## src/rtl/sign_extender.sv

```systemverilog
// SigmaCore RV32I immediate generator.
// Combinational immediate plus a registered copy toward execute.
package sigma_pkg;
    localparam logic [2:0] IMM_TYPE_NONE = 3'b000;
    localparam logic [2:0] IMM_TYPE_I    = 3'b001;
    localparam logic [2:0] IMM_TYPE_S    = 3'b010;
    localparam logic [2:0] IMM_TYPE_B    = 3'b011;
    localparam logic [2:0] IMM_TYPE_U    = 3'b100;
    localparam logic [2:0] IMM_TYPE_J    = 3'b101;
endpackage

module sign_extender
    import sigma_pkg::*;
#(
    parameter int XLEN = 32
) (
    input  logic            clk,
    input  logic            rst_n,
    input  logic [XLEN-1:0] instruction_in,
    input  logic [2:0]      imm_type_in,
    input  logic            valid_in,
    output logic [XLEN-1:0] imm_extended_out,
    output logic            imm_type_err_out,
    output logic [XLEN-1:0] imm_q_out,
    output logic            imm_valid_q_out
);

    logic [XLEN-1:0] w_imm;
    logic            w_err;
    logic [XLEN-1:0] r_imm_q;
    logic            r_valid_q;
    logic [XLEN-1:0] w_i;

    assign w_i = instruction_in;

    // Select and extend the immediate field for the decoded format
    always_comb begin
        w_imm = '0;
        w_err = 1'b0;
        case (imm_type_in)
            IMM_TYPE_NONE: w_imm = '0;
            IMM_TYPE_I:
                w_imm = {{20{w_i[31]}}, w_i[31:20]};
            IMM_TYPE_S:
                w_imm = {{20{w_i[31]}}, w_i[31:25], w_i[11:7]};
            IMM_TYPE_B:
                w_imm = {{19{w_i[31]}}, w_i[31], w_i[7],
                         w_i[30:25], w_i[11:8], 1'b0};
            IMM_TYPE_U:
                w_imm = {w_i[31:12], 12'h000};
            IMM_TYPE_J:
                w_imm = {{11{w_i[31]}}, w_i[31], w_i[19:12],
                         w_i[20], w_i[30:21], 1'b0};
            default: begin
                w_imm = '0;
                w_err = 1'b1;
            end
        endcase
    end

    // Pipeline copy: immediate captured only for valid instructions
    always_ff @(posedge clk or negedge rst_n) begin
        if (!rst_n) begin
            r_imm_q   <= '0;
            r_valid_q <= 1'b0;
        end else begin
            r_valid_q <= valid_in;
            if (valid_in) begin
                r_imm_q <= w_imm;
            end
        end
    end

    assign imm_extended_out = w_imm;
    assign imm_type_err_out = w_err;
    assign imm_q_out        = r_imm_q;
    assign imm_valid_q_out  = r_valid_q;

endmodule

```

## config.mk

```make
export PLATFORM = sky130hd
export DESIGN_NAME = sign_extender
export DESIGN_NICKNAME = d
export VERILOG_FILES = /design/src/rtl/sign_extender.sv
export SDC_FILE = /design/constraint.sdc
export NUM_CORES = 1
export LEC_CHECK = 0
export ABC_AREA = 0
export BUFFER_PORTS_ARGS = -buffer_cell sky130_fd_sc_hd__buf_2
export CAP_MARGIN = 5
export CORE_ASPECT_RATIO = 2
export CORE_UTILIZATION = 35
export DETAILED_ROUTE_END_ITERATION = 16
export GPL_TIMING_DRIVEN = 0
export PLACE_DENSITY_LB_ADDON = 0.08
export SYNTH_ARGS = -nofsm -noshare
export SYNTH_HDL_FRONTEND = slang
export SYNTH_SLANG_ARGS = --single-unit
```

## constraint.sdc

```tcl
create_clock -name clk -period 1.8 [get_ports clk]
set_input_delay 0.36 -clock clk [delete_from_list [all_inputs] [get_ports clk]]
set_output_delay 0.36 -clock clk [all_outputs]
set_load 0.1 [all_outputs]
```

== Yosys cells after proc, flatten, opt, wreduce, memory -nomap -nowiden ==
Cells that the tools add are included.

* Reductions and logical operators: 2
* Equal/unequal tests: 5
* Muxes and demuxes: 2

{| class="wikitable"
|+ Operators by type and width
! operator !! count
|-
| case mux 32 bit (5 select lines) || 1
|-
| equality test 3 x 2 -> 1 bit, second input constant || 2
|-
| equality test 3 bit, second input constant || 2
|-
| OR reduction 6 bit || 1
|-
| equality test 3 x 1 -> 1 bit, second input constant || 1
|-
| zero test 3 bit || 1
|-
| two-way mux 1 bit || 1
|}

* Output and inout port bits: 66
* Flip-flop bits (word level): 33
* Bits of input ports: 38

== Logic depth before layout (Yosys ltp) ==
* Depth in word-level cells: 3
* Mapped depth: 5

== Worst setup path after synthesis ==
OpenSTA, ideal clock, no wires.

* Kind: in2reg
* Start point: input port imm_type_in[1]
* End point: register r_imm_q[31], in the netlist imm_q_out[31]
* Library setup time: 0.073 ns
* Required time: 1.727 ns
* Arrival: 2.732 ns
* Stages on the path: 4
* Setup slack: -1.005 ns
* Cell sequence: buf_4 -> and2_1 -> nor3b_2 -> mux2_2

* Word-level cells in the longest chain between the ends: 2
* Elaborated cells on any way between the ends: 6

{| class="wikitable"
|+ Ends and longest elaborated chain
! item !! line !! RTL
|-
| from (decl) || 20 || <nowiki>input logic [2:0] imm_type_in,</nowiki>
|-
| equality test 3 bit, or another cell as far along || 40 || <nowiki>case (imm_type_in)</nowiki>
|-
| case mux 32 bit (5 select lines) * || 40 ||
|-
| via imm_extended_out[31] || 22 || <nowiki>output logic [XLEN-1:0] imm_extended_out,</nowiki>
|-
| to (signal assigned) || 69 || <nowiki>r_imm_q <= w_imm;</nowiki>
|-
| to (decl) || 30 || <nowiki>logic [XLEN-1:0] r_imm_q;</nowiki>
|}

The timed path passes the listed nets; every way through them passes the cells marked *.
A chain may end at the register's enable or synchronous reset.

== Worst setup path in the final report ==
* Start point: input port imm_type_in[1]
* End point: output port imm_extended_out[15]

* Word-level cells in the longest chain between the ends: 2
* Elaborated cells on any way between the ends: 6

{| class="wikitable"
|+ Ends and longest elaborated chain
! item !! line
|-
| equality test 3 bit, or another cell as far along || 40
|-
| case mux 32 bit (5 select lines) * || 40
|-
| to (decl) || 22
|}

Every way passes the cells marked *; elsewhere a longest branch is shown, timed or not.

==> impl_metrics.toml <==
[drt]
drtAntennaViolNets = 0
drtIter0Drc = 18
wl_per_cell_microns = 15.28
drc = 0
via_per_inst = 5.021
vias = 1677
wirelength_microns = 5104
first_pass_iters = 4

[timing]
skew_ps = 0
fin_crit_ps = 1788
relSlewSlack = 0.4965
tightest_slew_ps = 755.3
rsz0062_at_grt = "yes"
setup_viol = 0
max_freq_mhz = 559.2
finalMaxSlewViolations = 0
hold_viol = 0
min_period_over_period = 0.9936
finalSetupTns_ps = 0

[power]
pwr-share-clk = 0.184
switching_share = 0.5113
p_per_area_mw_per_mm2 = 1045
power.internal_w = 0.001426
comb_power_share = 0.525
p_switching_w = 0.001492
seq_power_share = 0.291
power_w = 0.002918
peakVddDrop_mv = 0.6380
cellLeakagePower_nw = 1.412

[worst_setup_path]
crit_required_ps = 1440
cp.arrival_ps = 1430
cp_max_fo = 10
worstSetupStartpointType = "input pin"
crit_path_end_kind = "output pin"
crit_type = "in2out"

[placed_design]
gp_congestion = 0.7300
dp.cells = 323
dp_hpwl_microns = 3621
port_buffers = 95

[clocking]
cts_tree = "built"
root_buffer = "clkbuf_8"
cts.reportedPaths.clkPinSlew_ps = 70
hold_buffers = 0
h-tree-depth = 2
cts_buffers = 5
clkLatencyLatePin_ps = 280
cts_buffer_depth = 2
cts.sinks = 33

[grt]
grt_max_degree = 34
antenna_found_initial = 0
grt_pass1_wl_microns = 7728
grt_usage = 0.2046
overflow = 0
grt_pass1_vias = 1638

[floorplanning]
dieArea_sq_mm = 0.005025
die_w_microns = 50.63
placeableCoreArea_sq_mm = 0.004554
die_h_microns = 99.26
rows = 35
ios = 104
initial_core_util = 0.3635

[outcome]
outcome = "finished, final reports clean"

[yosys]
synthesis.nets = 211
ys_top_cells_by_area = "dfrtp_1, nand2_1, nor2_1, a31oi_1, mux2_2"
syn_avg_cell_area_sq_um = 9.568
ys_types = 30
ys_seq_elements = 33
ys.warnings.count = 0
syn_inst = 173
netlist_area_sq_mm = 0.001655
yosysTopAreaCellShare = 0.4989
synthArstFlopShare = 1.000
synth_ff_type = "dfrtp_1"
synth_edf_count = 0
synthMostInstantiatedCell = "dfrtp_1"
synth_top_area_cell = "dfrtp_1"
ys_seq_area_frac = 0.4989
synth_commonest_cells = "dfrtp_1, nand2_1, nor2_1"

[final_layout]
drive_above_1_share = 0.6057
instances_no_fill = 334
num_antenna_cells = 0
nFillCells = 439
syn_to_final_growth_pct = 68.71
nets = 316

[flow_run]
max-cap-violations = 0

[min_path]
hp-class = "in2async"
==> cell families after synthesis <==
| family | Yosys count | synth area share |
|---|---|---|
| flip-flops | 33 | 0.4989 |
| AO/OA/AOI/OAI | 41 | 0.1716 |
| buffers and inverters | 23 | 0.07180 |
| multiplexers | 6 | 0.04081 |
| AND/OR/NAND/NOR | 70 | 0.2169 |
==> state kept, by name, indices dropped and copies added (netlist names) <==
name,cells
imm_q_out,32
imm_valid_q_out,1
==> worst paths after layout <==
check                                         startpoint                        end  slack [ps]  depth (start not counted)
worst max register to register  imm_q_out[6]$_DFFE_PN0P_   imm_q_out[6]$_DFFE_PN0P_         990                          2
min in group clk                                valid_in  imm_valid_q_out$_DFF_PN0_         240                          1
max in group asynchronous                          rst_n  imm_q_out[23]$_DFFE_PN0P_        1170                          1
worst min register to register  imm_q_out[2]$_DFFE_PN0P_   imm_q_out[2]$_DFFE_PN0P_         510                          1
worst max-delay path                      imm_type_in[1]       imm_extended_out[15]          10                          7
worst min-delay path                               rst_n  imm_q_out[31]$_DFFE_PN0P_         140                          1
==> power by group through the flow <==
| stage | Sequential, W | Clock (W) | Combinational [W] |
|---|---|---|---|
| 2_1_floorplan | 0.00140 | 0 | 0.000600 |
| 3_3_place_gp | 0.000861 | 0 | 0.00137 |
| 5_1_grt | 0.000857 | 0.000585 | 0.00158 |
| 3_5_place_dp | 0.000863 | 0 | 0.00137 |
| 6_report | 0.000850 | 0.000537 | 0.00153 |
| 4_1_cts | 0.000850 | 0.000556 | 0.00146 |
==> through the flow <==
step / utilization / hold slack [ps] / cell area (sq um) / setup slack [ps]
after CTS: 0.5679 / 165.6 / 2586 / -15.21
after global routing: 0.6132 / 207.9 / 2793 / -37.99
after detailed placement: 0.4997 / 472.6 / 2276 / -267.0
after global placement: 0.4997 / 479.2 / 2276 / -267.3
final: 0.6132 / 142.5 / 2793 / 11.58
after floorplan: - / 64.41 / 1732 / -178.8
==> routing by layer <==
| layer | wire length, microns | global-route usage | vias to the layer above | part of all wire |
|---|---|---|---|---|
| met3 | 300 | 0.04281 | 6 | 0.059 |
| met5 | 0 | 0 | - | 0 |
| met2 | 2941 | 0.3744 | 64 | 0.58 |
| li1 | - | - | 795 | - |
| met4 | 65 | 0.07051 | 0 | 0.013 |
| met1 | 1795 | 0.2255 | 812 | 0.35 |
==> worst max-delay path, stage by stage <==
cell	delay, ps
buf_2	120
buf_8	140
or2_1	240
buf_6	150
a22oi_2	190
inv_2	70
buf_12	160
==> final cells by class <==
class / instances / area (sq um) / area share
well taps: 55 / 68.82 / 0.02464
plain buffers: 14 / 105.1 / 0.03763
clock inverters: 2 / 10.01 / 0.003584
clock buffers: 6 / 72.57 / 0.02599
inverters: 8 / 30.03 / 0.01075
multi-input cells: 117 / 850.8 / 0.3047
flip-flops and latches: 33 / 825.8 / 0.2957
repair buffers: 99 / 829.5 / 0.2970
==> cell usage in the layout (no fill, tap or decap), drive strengths merged <==
cell type,Yosys,layout
or2,2,2
buf,13,105
o21ai,2,2
nand4b,1,1
a22oi,8,8
a22o,4,4
inv,8,8
a21oi,9,9
nor2b,11,11
nand2,22,22
clkinv,0,2
mux2,6,6
nor3,1,1
nand3b,2,2
and2,7,7
nor2,20,20
a41oi,1,1
a31oi,11,11
clkbuf,2,14
dfrtp,33,33
nand3,2,2
a31o,6,6
nor3b,2,2
==> timing repair <==
item                                    in CTS  in global routing
resized for setup                           68                 52
cloned                                       0                  1
endpoints found under the setup margin      28                 28
pin swaps                                    0                  7
hold endpoints to repair                     0                  0
setup buffers                                1                  2
No activity file was read; power rests on OpenSTA's default activity.
